$ cat src/rtl/riscv_mem_pkg.sv
// Shared definitions for the MEM-stage load/store unit.
//   - funct3 encodings for loads and stores
//   - FSM state enum (IDLE, REQ, DONE)
//   - helpers for alignment and store byte enables
package riscv_mem_pkg;

    localparam logic [2:0] F3_B  = 3'b000;
    localparam logic [2:0] F3_H  = 3'b001;
    localparam logic [2:0] F3_W  = 3'b010;
    localparam logic [2:0] F3_BU = 3'b100;
    localparam logic [2:0] F3_HU = 3'b101;

    typedef enum logic [1:0] {
        IDLE = 2'd0,
        REQ  = 2'd1,
        DONE = 2'd2
    } memState_e;

    // Access size is carried in funct3[1:0]: 00 byte, 01 half, 1x word.
    function automatic logic isAligned(input logic [2:0] funct3, input logic [1:0] lane);
        case (funct3[1:0])
            2'b00:   isAligned = 1'b1;
            2'b01:   isAligned = ~lane[0];
            default: isAligned = (lane == 2'b00);
        endcase
    endfunction

    function automatic logic [3:0] byteEnable(input logic [2:0] funct3, input logic [1:0] lane);
        case (funct3[1:0])
            2'b00:   byteEnable = 4'b0001 << lane;
            2'b01:   byteEnable = 4'b0011 << lane;
            default: byteEnable = 4'b1111;
        endcase
    endfunction

endpackage

$ cat src/rtl/load_extender.sv
// Combinational load-data formatter.
//   rdata  : 32-bit word read from the data bus
//   lane   : byte offset of the access within the word
//   funct3 : load type (B, H, W, BU, HU)
//   result : selected lane, sign- or zero-extended to 32 bits
module load_extender
    import riscv_mem_pkg::*;
(
    input  logic [31:0] rdata,
    input  logic [1:0]  lane,
    input  logic [2:0]  funct3,
    output logic [31:0] result
);

    logic [31:0] shifted;

    // Bring the addressed lane down to bit 0 before extending.
    assign shifted = rdata >> {lane, 3'b000};

    always_comb begin
        result = rdata;
        case (funct3)
            F3_B:    result = {{24{shifted[7]}}, shifted[7:0]};
            F3_H:    result = {{16{shifted[15]}}, shifted[15:0]};
            F3_BU:   result = {24'h0, shifted[7:0]};
            F3_HU:   result = {16'h0, shifted[15:0]};
            F3_W:    result = rdata;
            default: result = rdata;
        endcase
    end

endmodule

$ cat src/rtl/mem_access_unit.sv
// MEM-stage load/store unit. Takes the EX->MEM access, runs one req/ack
// transaction on the data bus and stalls the front of the pipeline until it
// completes.
//   clk, reset                     : clock, synchronous active-high reset
//   ALUOutM, StoreCounterOutM      : byte address, right-justified store data
//   ALUSelectM[2:0]                : funct3 (access size / signedness)
//   MemReadM, MemWriteM            : load / store present in MEM
//   mem_req/we/addr/wdata/be       : bus request fields, stable while mem_req
//   mem_ack, mem_rdata             : one-cycle completion and read word
//   StallM                         : freezes IF..EX and the EX/MEM register
//   LoadDataW, LoadValidW          : extended load result and its pulse
//   MisalignM, BusErrM             : dropped-access / timeout / illegal pulses
//   stateDbg                       : current FSM state
// Valid/ready: a request is offered while mem_req is high with all fields held
// constant; the transfer completes on the single cycle mem_ack is high, and
// any mem_ack seen outside REQ is ignored.
module mem_access_unit
    import riscv_mem_pkg::*;
#(
    parameter int TIMEOUT_CYCLES = 255
) (
    input  logic        clk,
    input  logic        reset,
    input  logic [31:0] ALUOutM,
    input  logic [31:0] StoreCounterOutM,
    input  logic [5:0]  ALUSelectM,
    input  logic        MemReadM,
    input  logic        MemWriteM,
    output logic        mem_req,
    output logic        mem_we,
    output logic [31:0] mem_addr,
    output logic [31:0] mem_wdata,
    output logic [3:0]  mem_be,
    input  logic        mem_ack,
    input  logic [31:0] mem_rdata,
    output logic        StallM,
    output logic [31:0] LoadDataW,
    output logic        LoadValidW,
    output logic        MisalignM,
    output logic        BusErrM,
    output logic [1:0]  stateDbg
);

    localparam logic [15:0] TIMEOUT_LAST = 16'(TIMEOUT_CYCLES - 1);

    memState_e   state;
    logic [15:0] timeoutCnt;
    logic [2:0]  funct3Q;
    logic [1:0]  laneQ;
    logic        isLoadQ;
    logic        errQ;
    logic [31:0] extData;

    logic access, illegal, aligned, startAccess, inIdle;
    logic unusedSelBits;

    assign unusedSelBits = ^ALUSelectM[5:3];

    assign access      = MemReadM | MemWriteM;
    assign illegal     = MemReadM & MemWriteM;
    assign aligned     = isAligned(ALUSelectM[2:0], ALUOutM[1:0]);
    assign startAccess = access & ~illegal & aligned;
    assign inIdle      = (state == IDLE) & ~reset;

    // Stall is combinational in IDLE so the EX/MEM register holds the access
    // on the very cycle it is detected. Reset forces every output low.
    assign StallM     = ~reset & (((state == IDLE) & startAccess) | (state == REQ));
    assign MisalignM  = inIdle & access & ~illegal & ~aligned;
    assign BusErrM    = (inIdle & illegal) | (~reset & (state == DONE) & errQ);
    assign LoadValidW = ~reset & (state == DONE) & isLoadQ & ~errQ;
    assign stateDbg   = state;

    load_extender u_loadExtender (
        .rdata  (mem_rdata),
        .lane   (laneQ),
        .funct3 (funct3Q),
        .result (extData)
    );

    always_ff @(posedge clk) begin
        if (reset) begin
            state      <= IDLE;
            timeoutCnt <= 16'h0;
            mem_req    <= 1'b0;
            mem_we     <= 1'b0;
            mem_addr   <= 32'h0;
            mem_wdata  <= 32'h0;
            mem_be     <= 4'h0;
            funct3Q    <= 3'b000;
            laneQ      <= 2'b00;
            isLoadQ    <= 1'b0;
            errQ       <= 1'b0;
            LoadDataW  <= 32'h0;
        end else begin
            case (state)
                IDLE: begin
                    errQ <= 1'b0;
                    if (startAccess) begin
                        state      <= REQ;
                        timeoutCnt <= 16'h0;
                        mem_req    <= 1'b1;
                        mem_we     <= MemWriteM;
                        mem_addr   <= {ALUOutM[31:2], 2'b00};
                        mem_be     <= MemWriteM ? byteEnable(ALUSelectM[2:0], ALUOutM[1:0]) : 4'b1111;
                        mem_wdata  <= MemWriteM ? (StoreCounterOutM << {ALUOutM[1:0], 3'b000}) : 32'h0;
                        funct3Q    <= ALUSelectM[2:0];
                        laneQ      <= ALUOutM[1:0];
                        isLoadQ    <= MemReadM;
                    end
                end
                REQ: begin
                    // An ack on the final allowed cycle still wins over the timeout.
                    if (mem_ack) begin
                        state   <= DONE;
                        mem_req <= 1'b0;
                        if (isLoadQ) begin
                            LoadDataW <= extData;
                        end
                    end else if (timeoutCnt == TIMEOUT_LAST) begin
                        state     <= DONE;
                        mem_req   <= 1'b0;
                        errQ      <= 1'b1;
                        LoadDataW <= 32'h0;
                    end else begin
                        timeoutCnt <= timeoutCnt + 16'h1;
                    end
                end
                DONE: begin
                    state <= IDLE;
                end
                default: begin
                    state <= IDLE;
                end
            endcase
        end
    end

endmodule
$ cat config.mk
export PLATFORM = sky130hd
export DESIGN_NAME = mem_access_unit
export DESIGN_NICKNAME = d
export VERILOG_FILES = /design/src/rtl/riscv_mem_pkg.sv /design/src/rtl/load_extender.sv /design/src/rtl/mem_access_unit.sv
export SDC_FILE = /design/constraint.sdc
export NUM_CORES = 1
export LEC_CHECK = 0
export CAP_MARGIN = 20
export CORE_AREA = 2 2 157 82
export CTS_BUF_LIST = sky130_fd_sc_hd__clkbuf_16
export DETAILED_ROUTE_END_ITERATION = 8
export DIE_AREA = 0 0 159 84
export HOLD_SLACK_MARGIN = 0.03
export PLACE_DENSITY = 0.94
export SLEW_MARGIN = 20
export SYNTH_ARGS = -nofsm -noshare
export SYNTH_HDL_FRONTEND = slang
export SYNTH_SLANG_ARGS = --single-unit
export TNS_END_PERCENT = 1
$ cat constraint.sdc
create_clock -name clk -period 4.22 [get_ports clk]
set_input_delay 1.055 -clock clk [delete_from_list [all_inputs] [get_ports clk]]
set_output_delay 1.055 -clock clk [all_outputs]
set_load 0.02 [all_outputs]
==> results.md <==
* Final Max Tran Viols at 0
* Fin crit period at 3.999 ns
* Ys async rst share at 0
* Top cells by count, synth: dfxtp_1 (125), nand2_1 (124), a21oi_1 (53), clkbuf_1 (37), mux2i_1 (30)
* Max IR drop VDD at roughly 0.00022 V
* Drt total wl at 18550 um
* Leading area contributor after synthesis: dfxtp_1
* CTS Buf Count at 17
* Setup violators final at 0
* Routed via count at 5760
* Detailed placement HPWL at 13580 um
* Area Growth Syn to Fin at 50.47%
* DRC at 0
* Worst-case clock buffer depth at 2
* Logic gate share of total power at 0.145
* Initial core utilization at 0.4628
* Tcrit/Tclk final at 0.9476
* Initial antenna violation count at 0
* Psw at 827.3 uW
* Seq cells post-synth at 125
* Post-synth EDFFs at 0
* Via density at 5.614
* Die ar. at 0.01336 mm^2
* WP data required at 3.16 ns
* Setup TNS at 0 ns
* Maximum clock frequency at 0.2501 GHz
* Setup ws final at 0.2213 ns
* Final nets at around 950
* Clk Latency, worst-skew pair at 0.41 ns
* Top-count cell post-synth: dfxtp_1
* Post-Synthesis Cell Area at 0.005643 mm^2
* CP startpoint: ALUSelectM[1]
* # diodes at 0
* Bufs and invs on worst path at 2
* Worst path cell trace: clkdlybuf4s50_1 -> nand2_1 -> nand2_1 -> nor4b_1 -> clkdlybuf4s50_1
* Chip width at 159 um
* Post-synth top area share at 0.4435
* Hold path start: mem_addr[4]
* Post-CTS setup buffers at 0
* # IOs at 215
* Worst hold stages at 2
* Pre-CTS setup slack at 0.01658 ns
* Metal2 WL at 7866 um
* RR Startpoint: timeoutCnt[0]
* Crit path largest cell delay at between 0.6 and 0.7 ns
* Drt initial violations at 445
* CTS tree: done
* Uppermost layer routed: met4
* CTS root buf: clkbuf_16
* DR WL met3 at 1904 um
* First-pass GRT wire length at 29410 um
* GR Util All Layers at 0.2793
* Synth area leaders: dfxtp_1 (44%), nand2_1 (8.2%), mux2i_1 (5.3%)
* Ys flop type: dfxtp_1
* Largest net degree at the start of global routing at 44
* Ratio of cells with drive above 1 in the final layout at 0.08528
* Critical Path AT at 2.94 ns
* Die Ht at ~84 um
* Hold WC Path Type: reg2reg
* Total core area at around 0.012 mm^2
* Status: complete, no violations
* P_leak at just over 3 nW
* RSZ-0062 raised after global routing: false
* Met1 WL at 8445 um
* Congestion Overflow GR at 0
* Port Buf Inserts at 209
* Slowest CP cell: clkdlybuf4s50_1
* Worst path top cell family by delay: buffers and inverters
* MaxCap Viol Count at 0
* Synth Warn # at 0
* Pwr/cell area at 383.6 mW/mm^2
* Seq/Total Area, Yosys at 0.4435
* Crit path launch type: input port
* CTS HTree Levels at 4
* Clk pwr share at 0.472
* Avg Inst Size Synth at between 8 and 9 um^2
* Int Power at 2.430 mW
* Sw Share at 0.2540
* Placer congestion estimate at 0.8914
* R2R depth at 7
* Crit path depth at 5
* Distinct cells, synth at 54
* Skew final at 0.01110 ns
* Drt pass-1 iters at 5
* Worst slew pin tran at ~0.95 ns
* Final Hold Viols at 0
* Fillers at 940
* Kind of end point of the critical path: output port
* Slew HR at 0.3663
* CTS Sinks at 125
* Max FO, Critical Path at 5
* Reg power frac at 0.383
* R2R Setup Slk at approximately 1.9 ns
* Post-Syn Instances at about 650
* Setup CP Type: in2out
* # rows at 29
* Per-cell routed wire length at ~18 um
* Clock transition at the registers of the reported paths at about 0.06 ns
* Vias in the first global route at 5510
* ANT nets after route at 0
==> through the flow <==
stage | total power [mW] | instance area, um^2 | instances | util | hold WS (ns)
5_1_grt | 3.374 | 8491 | 1026 | 0.6964 | 0.4703
2_1_floorplan | 1.494 | 5647 | 649 | - | 0.4478
4_1_cts | 3.277 | 8491 | 1026 | 0.6964 | 0.4531
6_report | 3.257 | 8491 | 1026 | 0.6964 | 0.4519
3_3_place_gp | 1.726 | 7869 | 994 | 0.6454 | 0.4345
3_5_place_dp | 1.736 | 7869 | 994 | 0.6454 | 0.4409
==> cell usage in the layout (no fill, tap or decap), types with 9 or more instances in the layout <==
master,count
a211o_1,9
a21oi_1,53
a221o_2,10
a22o_1,17
buf_4,20
clkbuf_16,17
clkdlybuf4s50_1,207
dfxtp_1,125
inv_1,30
mux2i_1,30
nand2_1,124
nor2_1,15
nor2b_1,10
nor3_1,12
o21ai_0,26
o2bb2ai_1,14
o31ai_1,11
or4_1,11
==> power groups by stage <==
stage | registers, mW | clock network (mW) | logic (mW)
after floorplan | 1.31 | 0 | 0.187
after global placement | 1.27 | 0 | 0.457
after detailed placement | 1.27 | 0 | 0.465
after CTS | 1.25 | 1.56 | 0.468
after global routing | 1.25 | 1.62 | 0.506
final | 1.25 | 1.54 | 0.473
==> layout make-up <==
cell class	instances	area, um^2	area share
multi-input combinational	441	2808	0.3307
sequential	125	2502	0.2947
timing repair buffer	229	2236	0.2633
clock buffer	17	425.4	0.05010
tap	170	212.7	0.02505
clock inverter	15	197.7	0.02328
inverter	29	108.9	0.01282
==> what timing repair did <==
item,4_1_cts,5_1_grt
hold buffers,0,0
resized for setup,1,0
setup endpoints to repair,1,0
==> registers in the layout, summed over array words and instances (netlist names) <==
| register | cells |
|---|---|
| stateDbg | 2 |
| funct3Q | 3 |
| mem_wdata | 32 |
| mem_addr | 30 |
| LoadDataW | 32 |
| mem_be | 4 |
| laneQ | 2 |
| mem_we | 1 |
| isLoadQ | 1 |
| timeoutCnt | 16 |
| errQ | 1 |
| mem_req | 1 |
==> path summary, 6_finish.rpt <==
kind	endpoint
worst max-delay path	MisalignM
worst min-delay path	mem_addr[4]
worst max register to register	timeoutCnt[9]
worst min register to register	mem_addr[4]
==> worst reg2reg max path, cell delays in order (launching register included) <==
cell and delay (ns):
dfxtp_1 0.47, inv_1 0.08, ha_1 0.23, and4b_1 0.18
and4_1 0.36, buf_4 0.29, or4_1 0.51, a21oi_1 0.15
==> kinds of logic (layout without fill, tap and decap cells) <==
logic type | after synthesis | in the layout | synth area share
simple gates | 217 | 217 | 0.1863
mux | 32 | 32 | 0.06120
compound gates | 186 | 186 | 0.2379
flops | 125 | 125 | 0.4435
fa+ha+maj | 4 | 4 | 0.008870
other cells | 1 | 2 | 0.0006646
buf+inv | 83 | 290 | 0.06164
==> routing by layer <==
metal	vias to the layer above	global-route usage
met4	0	0.07603
met2	248	0.4071
li1	2748	-
met1	2730	0.3859
met5	-	0
met3	34	0.1063
(Power assumes the default switching activity.)
